**src/rtl/decap_host_if_if.sv**
```systemverilog
// decap_host_if_if: signal bundle between the host stream, decap_host_if and the decap core.
// Parameters: RAMWIDTH (load word width), LOG_RAMDEPTH (core address width).
// Host side: ct_din/ct_din_valid/ct_din_ready in, ss_dout/ss_dout_valid/ss_dout_ready out,
//   busy, done, cycle_count.
// Core side: decap_in_type/decap_in/decap_in_addr/decap_in_wen, start, core_done,
//   decap_out_en/decap_out_addr/decap_out.
// slave is the decap_host_if view; master is the host/core-model view.
interface decap_host_if_if #(
   parameter int RAMWIDTH     = 128,
   parameter int LOG_RAMDEPTH = 8
);
   logic [31:0]             ct_din;
   logic                    ct_din_valid;
   logic                    ct_din_ready;
   logic [31:0]             ss_dout;
   logic                    ss_dout_valid;
   logic                    ss_dout_ready;
   logic                    busy;
   logic                    done;
   logic [1:0]              decap_in_type;
   logic [RAMWIDTH-1:0]     decap_in;
   logic [LOG_RAMDEPTH-1:0] decap_in_addr;
   logic                    decap_in_wen;
   logic                    start;
   logic                    core_done;
   logic                    decap_out_en;
   logic [LOG_RAMDEPTH-1:0] decap_out_addr;
   logic [31:0]             decap_out;
   logic [31:0]             cycle_count;
   modport slave (
      input  ct_din, ct_din_valid, ss_dout_ready, core_done, decap_out,
      output ct_din_ready, ss_dout, ss_dout_valid, busy, done, decap_in_type, decap_in,
             decap_in_addr, decap_in_wen, start, decap_out_en, decap_out_addr, cycle_count
   );
   modport master (
      output ct_din, ct_din_valid, ss_dout_ready, core_done, decap_out,
      input  ct_din_ready, ss_dout, ss_dout_valid, busy, done, decap_in_type, decap_in,
             decap_in_addr, decap_in_wen, start, decap_out_en, decap_out_addr, cycle_count
   );
endinterface

```
**src/rtl/decap_host_if.sv**
```systemverilog
// decap_host_if: loads a 32-bit ciphertext stream (u, v, d) into the decap core, starts it,
// then reads back the 16-word shared secret byte-reversed over valid/ready.
// Parameters: parameter_set ("hqc128"/"hqc192"/"hqc256") selects N; RAMWIDTH is the load word width.
// Ports: clk; rst (asynchronous, active-high); bus (decap_host_if_if.slave) carrying the host
//   stream (ct_din*, ss_dout*, busy, done, cycle_count) and the core load/read signals.
// Optional: define DECAP_HOST_CYCLE_CNT_EN to make cycle_count count WAIT_DONE cycles
//   (cleared at start, includes the cycle core_done is seen); otherwise cycle_count is 0.
module decap_host_if #(
   parameter logic [47:0] parameter_set = "hqc128",
   parameter int          RAMWIDTH      = 128
) (
   input logic            clk,
   input logic            rst,
   decap_host_if_if.slave bus
);
   localparam int N            = parameter_set == "hqc256" ? 57637 :
                                 parameter_set == "hqc192" ? 35851 : 17669;
   localparam int RAMDEPTH     = (N + RAMWIDTH - 1) / RAMWIDTH;
   localparam int LOG_RAMDEPTH = $clog2(RAMDEPTH);
   localparam int SS_WORDS     = 16;
   localparam int WPG          = RAMWIDTH / 32;
   localparam int LW           = $clog2(WPG + 1);
   localparam int CW           = $clog2(SS_WORDS + 1);

   typedef enum logic [2:0] {IDLE, LOAD_U, LOAD_V, LOAD_D, START, WAIT_DONE, READ_SS} state_t;

   state_t                  state_q;
   logic [LW-1:0]           lane_q;
   logic [LOG_RAMDEPTH-1:0] addr_q, raddr_q;
   logic [RAMWIDTH-1:0]     buf_q;
   logic [1:0]              type_q;
   logic                    wen_q, ready_q, start_q, busy_q, done_q, en_q, pend_q, ssv_q;
   logic [CW-1:0]           rcnt_q, acnt_q;
   logic [31:0]             ss_q;
   logic                    hs, ss_fire, last_lane;

   assign hs        = ready_q && bus.ct_din_valid;
   assign ss_fire   = ssv_q && bus.ss_dout_ready;
   assign last_lane = lane_q == LW'(WPG - 1);

   always_ff @(posedge clk or posedge rst) begin
      if (rst) begin
         state_q <= IDLE;
         lane_q  <= '0;
         addr_q  <= '0;
         raddr_q <= '0;
         buf_q   <= '0;
         type_q  <= '0;
         wen_q   <= 1'b0;
         ready_q <= 1'b0;
         start_q <= 1'b0;
         busy_q  <= 1'b0;
         done_q  <= 1'b0;
         en_q    <= 1'b0;
         pend_q  <= 1'b0;
         ssv_q   <= 1'b0;
         rcnt_q  <= '0;
         acnt_q  <= '0;
         ss_q    <= '0;
      end else begin
         wen_q   <= 1'b0;
         start_q <= 1'b0;
         done_q  <= 1'b0;
         en_q    <= 1'b0;
         pend_q  <= en_q;
         // a read is only issued when the output register will be free, so the capture never collides with a held word
         if (pend_q) begin
            ss_q  <= {bus.decap_out[7:0], bus.decap_out[15:8], bus.decap_out[23:16], bus.decap_out[31:24]};
            ssv_q <= 1'b1;
         end else if (ss_fire) begin
            ssv_q <= 1'b0;
         end
         case (state_q)
            IDLE: begin
               ready_q <= 1'b1;
               if (hs) begin
                  state_q <= LOAD_U;
                  type_q  <= 2'd3;
                  busy_q  <= 1'b1;
               end
            end
            LOAD_U: begin
               if (wen_q) begin
                  ready_q <= 1'b1;
                  addr_q  <= addr_q == LOG_RAMDEPTH'(RAMDEPTH - 1) ? '0 : addr_q + 1'b1;
                  if (addr_q == LOG_RAMDEPTH'(RAMDEPTH - 1)) begin
                     state_q <= LOAD_V;
                     type_q  <= 2'd2;
                  end
               end
            end
            LOAD_V: begin
               if (wen_q) begin
                  ready_q <= 1'b1;
                  addr_q  <= addr_q == LOG_RAMDEPTH'(RAMDEPTH - 2) ? '0 : addr_q + 1'b1;
                  if (addr_q == LOG_RAMDEPTH'(RAMDEPTH - 2)) begin
                     state_q <= LOAD_D;
                     type_q  <= 2'd1;
                  end
               end
            end
            LOAD_D: begin
               if (wen_q) begin
                  if (addr_q == LOG_RAMDEPTH'(SS_WORDS - 1)) begin
                     addr_q  <= '0;
                     state_q <= START;
                     start_q <= 1'b1;
                     type_q  <= 2'd0;
                  end else begin
                     addr_q  <= addr_q + 1'b1;
                     ready_q <= 1'b1;
                  end
               end else if (hs) begin
                  buf_q   <= RAMWIDTH'(bus.ct_din);
                  wen_q   <= 1'b1;
                  ready_q <= 1'b0;
               end
            end
            START: state_q <= WAIT_DONE;
            WAIT_DONE: if (bus.core_done) state_q <= READ_SS;
            READ_SS: begin
               if (!en_q && !pend_q && (!ssv_q || ss_fire) && rcnt_q != CW'(SS_WORDS)) begin
                  en_q    <= 1'b1;
                  raddr_q <= LOG_RAMDEPTH'(rcnt_q);
                  rcnt_q  <= rcnt_q + 1'b1;
               end
               if (ss_fire) begin
                  acnt_q <= acnt_q + 1'b1;
                  if (acnt_q == CW'(SS_WORDS - 1)) begin
                     done_q  <= 1'b1;
                     busy_q  <= 1'b0;
                     state_q <= IDLE;
                     rcnt_q  <= '0;
                     acnt_q  <= '0;
                  end
               end
            end
            default: state_q <= IDLE;
         endcase
         // u/v packing: the last lane of a group turns into a one-cycle write with ready dropped
         if (hs && state_q != LOAD_D) begin
            buf_q[{lane_q, 5'd0} +: 32] <= bus.ct_din;
            lane_q  <= last_lane ? '0 : lane_q + 1'b1;
            wen_q   <= last_lane;
            ready_q <= !last_lane;
         end
      end
   end

`ifdef DECAP_HOST_CYCLE_CNT_EN
   logic [31:0] cnt_q;
   always_ff @(posedge clk or posedge rst) begin
      if (rst) cnt_q <= '0;
      else if (state_q == START) cnt_q <= '0;
      else if (state_q == WAIT_DONE) cnt_q <= cnt_q + 1'b1;
   end
   assign bus.cycle_count = cnt_q;
`else
   assign bus.cycle_count = '0;
`endif

   assign bus.ct_din_ready   = ready_q;
   assign bus.ss_dout        = ss_q;
   assign bus.ss_dout_valid  = ssv_q;
   assign bus.busy           = busy_q;
   assign bus.done           = done_q;
   assign bus.decap_in_type  = type_q;
   assign bus.decap_in       = buf_q;
   assign bus.decap_in_addr  = addr_q;
   assign bus.decap_in_wen   = wen_q;
   assign bus.start          = start_q;
   assign bus.decap_out_en   = en_q;
   assign bus.decap_out_addr = raddr_q;
endmodule

```
**src/flat_wrapper.sv**
```systemverilog
// flat-port wrapper written by rule: the top's interface ports become plain ports
module decap_host_if_flat 
#(
   parameter logic [47:0] parameter_set = "      ",
   parameter int          RAMWIDTH      = 128
)
  (clk, rst, bus_ct_din, bus_ct_din_valid, bus_ss_dout_ready, bus_core_done, bus_decap_out, bus_ct_din_ready, bus_ss_dout, bus_ss_dout_valid, bus_busy, bus_done, bus_decap_in_type, bus_decap_in, bus_decap_in_addr, bus_decap_in_wen, bus_start, bus_decap_out_en, bus_decap_out_addr, bus_cycle_count);
  decap_host_if_if #(.RAMWIDTH(RAMWIDTH), .LOG_RAMDEPTH(8)) bus_i ();
  input logic clk;
  input logic rst;
  input wire logic [$bits(bus_i.ct_din)-1:0] bus_ct_din;
  input wire logic [$bits(bus_i.ct_din_valid)-1:0] bus_ct_din_valid;
  input wire logic [$bits(bus_i.ss_dout_ready)-1:0] bus_ss_dout_ready;
  input wire logic [$bits(bus_i.core_done)-1:0] bus_core_done;
  input wire logic [$bits(bus_i.decap_out)-1:0] bus_decap_out;
  output wire logic [$bits(bus_i.ct_din_ready)-1:0] bus_ct_din_ready;
  output wire logic [$bits(bus_i.ss_dout)-1:0] bus_ss_dout;
  output wire logic [$bits(bus_i.ss_dout_valid)-1:0] bus_ss_dout_valid;
  output wire logic [$bits(bus_i.busy)-1:0] bus_busy;
  output wire logic [$bits(bus_i.done)-1:0] bus_done;
  output wire logic [$bits(bus_i.decap_in_type)-1:0] bus_decap_in_type;
  output wire logic [$bits(bus_i.decap_in)-1:0] bus_decap_in;
  output wire logic [$bits(bus_i.decap_in_addr)-1:0] bus_decap_in_addr;
  output wire logic [$bits(bus_i.decap_in_wen)-1:0] bus_decap_in_wen;
  output wire logic [$bits(bus_i.start)-1:0] bus_start;
  output wire logic [$bits(bus_i.decap_out_en)-1:0] bus_decap_out_en;
  output wire logic [$bits(bus_i.decap_out_addr)-1:0] bus_decap_out_addr;
  output wire logic [$bits(bus_i.cycle_count)-1:0] bus_cycle_count;
  assign bus_i.ct_din = bus_ct_din;
  assign bus_i.ct_din_valid = bus_ct_din_valid;
  assign bus_i.ss_dout_ready = bus_ss_dout_ready;
  assign bus_i.core_done = bus_core_done;
  assign bus_i.decap_out = bus_decap_out;
  assign bus_ct_din_ready = bus_i.ct_din_ready;
  assign bus_ss_dout = bus_i.ss_dout;
  assign bus_ss_dout_valid = bus_i.ss_dout_valid;
  assign bus_busy = bus_i.busy;
  assign bus_done = bus_i.done;
  assign bus_decap_in_type = bus_i.decap_in_type;
  assign bus_decap_in = bus_i.decap_in;
  assign bus_decap_in_addr = bus_i.decap_in_addr;
  assign bus_decap_in_wen = bus_i.decap_in_wen;
  assign bus_start = bus_i.start;
  assign bus_decap_out_en = bus_i.decap_out_en;
  assign bus_decap_out_addr = bus_i.decap_out_addr;
  assign bus_cycle_count = bus_i.cycle_count;
  decap_host_if #(.parameter_set(parameter_set), .RAMWIDTH(RAMWIDTH)) u_core (.clk(clk), .rst(rst), .bus(bus_i));
endmodule
```
**config.mk**
```make
export PLATFORM = sky130hd
export DESIGN_NAME = decap_host_if_flat
export DESIGN_NICKNAME = d
export VERILOG_FILES = /design/src/rtl/decap_host_if_if.sv /design/src/rtl/decap_host_if.sv /design/src/flat_wrapper.sv
export SDC_FILE = /design/constraint.sdc
export NUM_CORES = 1
export LEC_CHECK = 0
export CORE_AREA = 4 4 149 151
export CTS_BUF_LIST = sky130_fd_sc_hd__clkbuf_16
export CTS_CLUSTER_DIAMETER = 150
export DETAILED_ROUTE_END_ITERATION = 10
export DIE_AREA = 0 0 153 155
export PLACE_DENSITY = 0.84
export REMOVE_ABC_BUFFERS = 1
export SLEW_MARGIN = 20
export SYNTH_ARGS = -nofsm -noshare
export SYNTH_HDL_FRONTEND = slang
export SYNTH_SLANG_ARGS = --single-unit
```
**constraint.sdc**
```tcl
create_clock -name clk -period 7.6 [get_ports clk]
set_input_delay 2.28 -clock clk [delete_from_list [all_inputs] [get_ports clk]]
set_output_delay 2.28 -clock clk [all_outputs]
set_load 0.01 [all_outputs]
```
=== Word-level counts from Yosys, hierarchy flattened ===
Cells that the tools add are included.

* Add/sub/neg operators: 5
* Equality and inequality tests: 26
* Shifts and indexed selects: 2
* Muxes and demuxes: 60
* Reductions and logical operators: 25

{| class="wikitable"
|+ Operators with widths
! cell !! number
|-
| 128-bit two-way mux || 4
|-
| 128-bit bitwise mux || 1
|-
| 32-bit by 10-bit variable shift with 128-bit output (first input constant) || 1
|-
| 32-bit by 10-bit indexed part select with 128-bit output || 1
|-
| 8-bit two-way mux || 6
|-
| 3-bit two-way mux || 11
|-
| 8-bit one-hot mux with 3 select lines || 1
|-
| 1-bit two-way mux || 22
|-
| 3-bit one-hot mux with 7 select lines || 1
|-
| 5-bit two-way mux || 4
|-
| 2-bit by 1-bit != test with 1-bit output (second input constant) || 9
|-
| 8-bit equality test (second input constant) || 2
|-
| 2-bit two-way mux || 7
|-
| 4-bit AND reduction || 3
|-
| 5-bit by 1-bit adder with 5-bit output (second input constant) || 2
|-
| 8-bit negator with 10-bit output || 1
|-
| 10-bit AND reduction || 1
|-
| 3-bit by 2-bit equality test with 1-bit output (second input constant) || 3
|-
| 3-bit equality test (second input constant) || 3
|-
| 8-bit by 1-bit adder with 8-bit output (second input constant) || 1
|-
| 8-bit by 4-bit equality test with 1-bit output (second input constant) || 1
|-
| 2-bit one-hot mux with 4 select lines || 1
|-
| 8-bit AND reduction || 1
|-
| 4-bit nonzero test || 2
|-
| 19 further kinds || 29
|}

* Flip-flop bits (word level): 199
* Input bits: 69
* Logic and storage cells: 135

=== Depth between registers and ports, before layout ===
Gate-level depths: netlist of run 1.

* Depth after elaboration: 7
* Depth in mapped cells: 11

=== Worst setup path after synthesis of run 1 ===
No wires, ideal clock.

* Path kind: input-to-reg
* Start: input bus_ct_din_valid
* End: register u_core.buf_q[120] (netlist: u_core.bus.decap_in[120])
* Setup time: 135 ps
* Arrival: 3,297 ps
* Data required time: 7,465 ps
* Slack: 4,169 ps
* Stages: 6
* Buffers on the path: 1
* Path through: nand2_1 -> nor4b_4 -> nand3b_2 -> clkbuf_1 -> nand3_1 -> o21ai_0

* Longest elaborated chain between the ends: 6
* Elaborated cells between the ends (all ways): 7

{| class="wikitable"
|+ Ends and longest elaborated chain
! what !! line !! RTL
|-
| start, declared || flat_wrapper.sv:12 || <nowiki>input wire logic [$bits(bus_i.ct_din_valid)-1:0] bus_ct_din_valid;</nowiki>
|-
| 1-bit logical AND (*) || decap_host_if.sv:37 || <nowiki>assign hs = ready_q && bus.ct_din_valid;</nowiki>
|-
| 128-bit two-way mux || decap_host_if.sv:113 || <nowiki>end else if (hs) begin</nowiki>
|-
| 128-bit two-way mux || decap_host_if.sv:103 || <nowiki>if (wen_q) begin</nowiki>
|-
| 128-bit two-way mux || decap_host_if.sv:73 || <nowiki>case (state_q)</nowiki>
|-
| 128-bit bitwise mux || decap_host_if.sv:142 || <nowiki>buf_q[{lane_q, 5'd0} +: 32] <= bus.ct_din;</nowiki>
|-
| 128-bit two-way mux (*) || decap_host_if.sv:141 || <nowiki>if (hs && state_q != LOAD_D) begin</nowiki>
|-
| end signal, assigned || decap_host_if.sv:114 || <nowiki>buf_q <= RAMWIDTH'(bus.ct_din);</nowiki>
|-
| end signal, assigned by index || decap_host_if.sv:142 ||
|-
| end, declared || decap_host_if.sv:30 || <nowiki>logic [RAMWIDTH-1:0] buf_q;</nowiki>
|}

Mark *: on every way between the ends. The rest lies on a longest branch, timed or not.
A chain may end at the register's enable or synchronous reset.

=== Worst setup path in the final report of run 1 ===
* Start: input bus_ct_din_valid
* End: register u_core.buf_q[0] (netlist: u_core.bus.decap_in[0])

Same word-level chain as after synthesis.

==> impl_results.md, run 1 <==
* Max-slew violations at 0
* Post-synthesis sequential area ratio at about three fifths
* Mapped Area at approximately 8400 µm²
* Filler cells at 1774
* Vias at around 6400
* Most common cell after layout, fill and taps aside: clkdlybuf4s50_1
* H-tree depth at 4
* FF+latch count, synth at 199
* Post-cts gate resize count at 0
* Final HPWL from detailed placement at roughly 15 mm
* R2R depth at 6
* Die Ht at 155 µm
* Library cells used by synthesis at 52
* Drt wl/cell at between 15 and 20 µm
* Tmin final at 4.46 ns
* Syn. warnings at 0
* Max Freq at 0.224 GHz
* Die X at 153 µm
* Maxcap violations at 0
* Largest net degree at the start of global routing at 145
* CTS tree: done
* Setup crit end kind: register
* Post-Route WL at 21.2 mm
* Hold path depth at 0
* # Post-CTS Setup Buffers at 0
* Later-pin clock latency in the skew report at 0.43 ns
* Final Setup Violations at 0
* FFs w/ async S/R, synth at 100%
* Post-layout util at 55.5%
* Synth Flop Type: dfrtp_1
* First-pass GRT wire length at 33.8 mm
* Final Hold Fails at 0
* Sinks on the clock net at 199
* Most frequent cells in the layout: clkdlybuf4s50_1 (250), dfrtp_1 (199), nand2_1 (113)
* LEAKAGE at ~0.005 µW
* Total GRT Usage at 17.6%
* Drc violations at 0
* Final Skew at 0.0141 ns
* Peak VDD IR at 0.145 mV
* Nets at 1067
* Full die area at 23700 µm²
* Status: finished clean
* Initial drt markers at between 300 and 400
* Worst Path Required at 7.90 ns
* Routed Antenna Nets at 0
* Setup WS post-layout at roughly 3.1 ns
* Final total power at approximately 3700 µW
* Hold WC Path Type: register to register
* I/O pins at 286
* Starting Density at 40.3%
* Synth Area per Inst at 11.1 µm²
* Vias in the first global route at roughly 6300
* Layout cells sized above 1 at 12.0%
* Dpl ws at 2.62 ns
* EDFF count, synth at 0
* Grt total ovfl at 0
* Hold buffers post-CTS at 0
* Worst Max-Slew Pin Slew at 1.02 ns
* Port bufs at 250
* CTS clk-pin slew, worst paths at 0.07 ns
* Root Buffer: clkbuf_16
* Power per cell area at between 300 and 400 nW/µm²
* Antenna Cells at 0
* Area Growth Syn to Fin at 37.6%
* RSZ-0062 raised after global routing: no
* Critical path class: input pin to register
* Global placement routability congestion at between 0.8 and 0.9
* Worst EP arrival at around 4.8 ns
* Area of the multi-input gates at 3050 µm²
* CP Launch Type: input pin
* Initial antenna violation count at 0
* Worst slew margin at 31.7%
* Critical-path maximum fanout at 98
* Max Root-Sink Buffers at 2
* Cells after Synth at 760
* Sequential cell area at 4980 µm²
* Tcrit/Tclk final at roughly 59%
* Row count at 53
* First drt pass iteration count at 5
* CTS buffer count at 17
* Vias/cell at 5.03
* Core Area at between 20000 and 25000 µm²
==> layer usage <==
layer / vias up / wire [µm] / track usage, %
met2: 222 / 10800 / 29.8
met5: - / 0 / 0
li1: 3012 / - / -
met3: 37 / 975 / 3.45
met4: 0 / 527 / 6.36
met1: 3151 / 8930 / 22.7
==> flip-flops by register name (all words and copies together) (netlist names), 2 cells and up <==
name / cells
u_core.acnt_q: 5
u_core.bus.decap_in: 128
u_core.bus.decap_in_addr: 8
u_core.bus.decap_in_type: 2
u_core.bus.decap_out_addr: 5
u_core.bus.ss_dout: 32
u_core.lane_q: 3
u_core.rcnt_q: 5
u_core.state_q: 3
==> power by group <==
part,switching (µW),internal (µW),leakage (µW)
Clock,419,426,0.000251
Sequential,170,1340,0.00258
Combinational,624,691,0.00222
Total,1210,2460,0.00504
==> final timing paths <==
path                                         start                  endpoint  slack, ns
max                               bus_ct_din_valid    u_core.bus.decap_in[0]       3.14
min                        u_core.bus.decap_out_en             u_core.pend_q       0.42
max reg2reg                      u_core.state_q[0]    u_core.bus.decap_in[0]       4.65
min reg2reg                u_core.bus.decap_out_en             u_core.pend_q       0.42
max in group asynchronous                      rst  u_core.bus.decap_in[107]       3.75
min in group asynchronous                      rst    u_core.bus.ss_dout[21]       2.50
==> kinds of logic after synthesis <==
| logic type | share of synthesized area (%) |
|---|---|
| other | 0.0446 |
| xor gates and xnor gates | 0.939 |
| muxes | 9.64 |
| AOI/OAI and AO/OA | 8.94 |
| adders and majority gates | 1.46 |
| buffers and inverters | 6.15 |
| DFF | 59.3 |
| and+or+nand+nor | 13.5 |
==> Yosys cell counts, types with 2 or more instances <==
| master | n | area share [%] |
|---|---|---|
| o21a_1 | 2 | 0.18 |
| o31ai_1 | 2 | 0.18 |
| ha_1 | 9 | 1.3 |
| nand2b_1 | 2 | 0.15 |
| o21ai_1 | 7 | 0.42 |
| nor2_1 | 13 | 0.58 |
| o21ai_0 | 104 | 6.2 |
| and2_1 | 2 | 0.15 |
| nand3b_1 | 2 | 0.18 |
| clkbuf_1 | 25 | 1.1 |
| and4_1 | 2 | 0.21 |
| mux2_2 | 70 | 9.4 |
| nor2b_1 | 5 | 0.37 |
| xor2_1 | 6 | 0.63 |
| and3b_1 | 2 | 0.21 |
| nand4_1 | 4 | 0.30 |
| nand3_1 | 72 | 4.3 |
| buf_4 | 40 | 3.6 |
| and3_1 | 5 | 0.37 |
| a21oi_1 | 7 | 0.42 |
| dfrtp_1 | 199 | 59 |
| nand2_1 | 113 | 5.0 |
| xnor2_1 | 3 | 0.31 |
| o211ai_1 | 2 | 0.18 |
| buf_1 | 6 | 0.27 |
| inv_1 | 12 | 0.54 |
| a21o_1 | 4 | 0.36 |
| a211oi_1 | 2 | 0.18 |
| nor3_1 | 5 | 0.30 |
| buf_2 | 11 | 0.66 |
==> metrics by stage <==
| stage | hold slack (ns) | TNS [ns] | std cells | area, µm² |
|---|---|---|---|---|
| 6_report | 0.421 | 0 | 1277 | 11600 |
| 5_1_grt | 0.433 | 0 | 1277 | 11600 |
| 4_1_cts | 0.419 | 0 | 1276 | 11500 |
| 3_5_place_dp | 0.405 | 0 | 1244 | 11000 |
| 3_3_place_gp | 0.407 | 0 | 1244 | 11000 |
| 2_1_floorplan | 0.428 | -21.03 | 712 | 8060 |
==> worst max-delay path, stage by stage <==
cell	delay (ns)
clkdlybuf4s50_1	0.57
nand4_4	0.12
buf_4	0.78
o21ai_4	0.42
buf_16	0.29
mux2_2	0.28
==> final cells by class <==
type	instances	area share, %
clock inverters	15	1.03
multi-input cells	501	26.4
well taps	275	2.98
inverters	12	0.455
flip-flops and latches	199	43.1
repair buffers	258	22.3
clock buffers	17	3.68
(Power assumes the default switching activity.)
==> inputs of run 2 (changes only) <==
- clock period: 7.6 -> 4 ns (I/O delays scaled with it)
==> run 2 against run 1 <==
Combinational power rose by 88%. Die area did not move. Design area rose by 0.68%. Total power rose by 92%. Core utilization rose by 0.38 points. Clock skew fell by 0.0021 ns.
==> impl_results.md, run 2 (synthesis results as in run 1) <==
* RSZ-0062 raised after global routing: no
* Critical-path maximum fanout at 22 (-78%)
* Clock share of power at 23.7% (+0.7 points)
* Initial drt markers at 351 (+14%)
* Routed Antenna Nets at 0 (unchanged)
* CTS buffer count at 17 (unchanged)
* Grt total ovfl at 0 (unchanged)
* CP Launch Type: register
* Most frequent cells in the layout: clkdlybuf4s50_1 (250), dfrtp_1 (199), nand2_1 (113)
* Max Root-Sink Buffers at 2 (unchanged)
* Layout cells sized above 1 at 12.3% (+0.34 points)
* Final total power at 7050 µW (+92%)
* Total GRT Usage at 18.3% (+0.72 points)
* First drt pass iteration count at 5 (unchanged)
* Worst Max-Slew Pin Slew at 1.04 ns (+0.0203 ns)
* Row count at 53 (unchanged)
* Final Skew at 0.0120 ns (-0.00207 ns)
* CTS clk-pin slew, worst paths at 0.07 ns (about the same)
* Full die area at 23700 µm² (unchanged)
* Max-slew violations at 0 (unchanged)
* Crit path largest cell delay at 0.80 ns (+0.02 ns)
* Seq pwr share at 41.2% (about the same)
* CP max stage cell: dfrtp_1
* R2R Setup Slk at 1.11 ns (-3.54 ns)
* Setup crit end kind: register
* Largest register FFs at 128 (unchanged)
* Total internal power at 4740 µW (+93%)
* Vias in the first global route at 6745 (+7.9%)
* Nets at 1072 (+0.47%)
* Hold path depth at 0 (unchanged)
* Initial antenna violation count at 0 (unchanged)
* CP cell instances: inv_1 > ha_1 > ha_1 > nor2_1 > nand3_1 > o21ai_4 > buf_12 > mux2_2
* Post-layout util at 55.9% (+0.38 points)
* Area of the multi-input gates at 3050 µm² (-0.12%)
* Starting Density at 40.3% (unchanged)
* Core Area at 20800 µm² (unchanged)
* Status: finished clean
* Hold Crit Start: u_core.bus.decap_out_en
* Final Setup Violations at 0 (unchanged)
* Switch Pwr at 2310 µW (+91%)
* Die Ht at 155 µm (unchanged)
* Maxcap violations at 0 (unchanged)
* Filler cells at 1735 (-2.2%)
* Vias/cell at 5.10 (+1.3%)
* Hold buffers post-CTS at 0 (unchanged)
* Later-pin clock latency in the skew report at 0.43 ns (about the same)
* Tmin final at approximately 2.9 ns
* Vias at 6532 (+1.7%)
* Drc violations at 0 (unchanged)
* Placed Cells at 1250 (+0.48%)
* Post-Route WL at 21.8 mm (+3.0%)
* Most frequent cell on the critical path: ha_1
* Tcrit/Tclk final at between 70% and 80%
* Post-Layout Cell Count at 1282 (+0.39%)
* Die X at 153 µm (unchanged)
* Antenna Cells at 0 (unchanged)
* Sequential cell area at 4980 µm² (unchanged)
* Final HPWL from detailed placement at 15.6 mm (+6.4%)
* Design area at 11600 µm² (+0.68%)
* Worst EP arrival at 3.19 ns (-1.58 ns)
* H-tree depth at 4 (unchanged)
* Comb power frac at 35.1% (-0.7 points)
* Post-cts gate resize count at 0 (unchanged)
* Hold_ws at 0.404 ns (-0.0172 ns)
* Critical path class: register to register
* Hold WC Path Type: register to register
* Most common cell after layout, fill and taps aside: clkdlybuf4s50_1
* Net Sw Frac at 32.8% (-0.26 points)
* LEAKAGE at 0.00510 µW (+1.1%)
* Worst Path Required at 4.30 ns (-3.60 ns)
* Peak VDD IR at 0.322 mV (+120%)
* R2R depth at 8 (+2)
* Global placement routability congestion at 0.821 (-1.6%)
* CTS tree: done
* Drt wl/cell at 17.0 µm (+2.6%)
* Port bufs at 250 (unchanged)
* Worst r2r src: u_core.lane_q[0]
* Worst slew margin at 30.4% (-1.4 points)
* Power per cell area at 606 nW/µm² (+91%)
* Root Buffer: clkbuf_16
* FF-to-FF End: u_core.bus.decap_in[5]
* I/O pins at 286 (unchanged)
* Cell Area, Placed at 11100 µm² (+0.75%)
* Final Hold Fails at 0 (unchanged)
* Area Growth Syn to Fin at 38.5%
* Largest net degree at the start of global routing at 98 (-32%)
* First-pass GRT wire length at 35.4 mm (+4.7%)
* # Post-CTS Setup Buffers at 0 (unchanged)
* Max Freq at about 0.35 GHz
* Hold Path End: u_core.pend_q
* Sinks on the clock net at 199 (unchanged)
-- run 2: cell count changes in the layout (fill, tap and decap cells not counted), moves of 2 or more --
cell        delta
clkinvlp_4     -3
buf_12         +3
clkinv_2       -2
buf_4          +3
clkinv_4       +4
-- run 2: metal layers --
| metal | vias up | global-route usage, % | share of wire [%] |
|---|---|---|---|
| met2 | 252 | 31.7 | 51 |
| met1 | 3210 | 22.9 | 41 |
| met4 | 0 | 7.42 | 3.0 |
| met3 | 41 | 3.34 | 5.0 |
| li1 | 3029 | - | - |
| met5 | - | 0 | 0 |
-- run 2: worst max-delay path: cells and delay by family (launching register included) --
kind | cells | cell delay, ns
flip-flops | 1 | 0.80
adder cells (fa/ha/maj) | 2 | 0.52
AO/OA/AOI/OAI | 1 | 0.49
buffers and inverters | 2 | 0.36
multiplexers | 1 | 0.35
AND/OR/NAND/NOR | 2 | 0.25
-- run 2: power groups by stage --
stage,combinational [µW],clock [µW],sequential (µW)
after floorplan,778,0,3150
after global placement,2430,0,2920
after detailed placement,2520,0,2940
after CTS,2520,1710,2910
after global routing,2700,1800,2980
final,2480,1670,2910
-- run 2: layout make-up --
class                      count  share of cell area [%]
clock buffer                  17                    3.66
clock inverter                15                    1.26
inverter                      12                   0.452
multi-input combinational    501                    26.2
sequential                   199                    42.8
tap                          275                    2.96
timing repair buffer         263                    22.7
-- run 2: worst max path at each step --
stage                          start                 endpoint  slack (ns)  cells past startpoint
finish              u_core.lane_q[0]   u_core.bus.decap_in[5]        1.11                      8
global route        u_core.lane_q[0]   u_core.bus.decap_in[5]        0.88                      8
CTS                 u_core.lane_q[0]   u_core.bus.decap_in[5]        1.09                      8
detailed placement  bus_ct_din_valid  u_core.bus.decap_in[94]        0.68                      6
global placement    bus_ct_din_valid   u_core.bus.decap_in[1]        0.72                      5
floorplan                        rst         u_core.acnt_q[0]       -2.63                      1
-- run 2: metrics by stage --
stage	worst slack, ns	setup TNS, ns
after floorplan	-2.63	-523.59
after global placement	0.720	0
after detailed placement	0.680	0
after CTS	1.09	0
after global routing	0.876	0
final	1.11	0
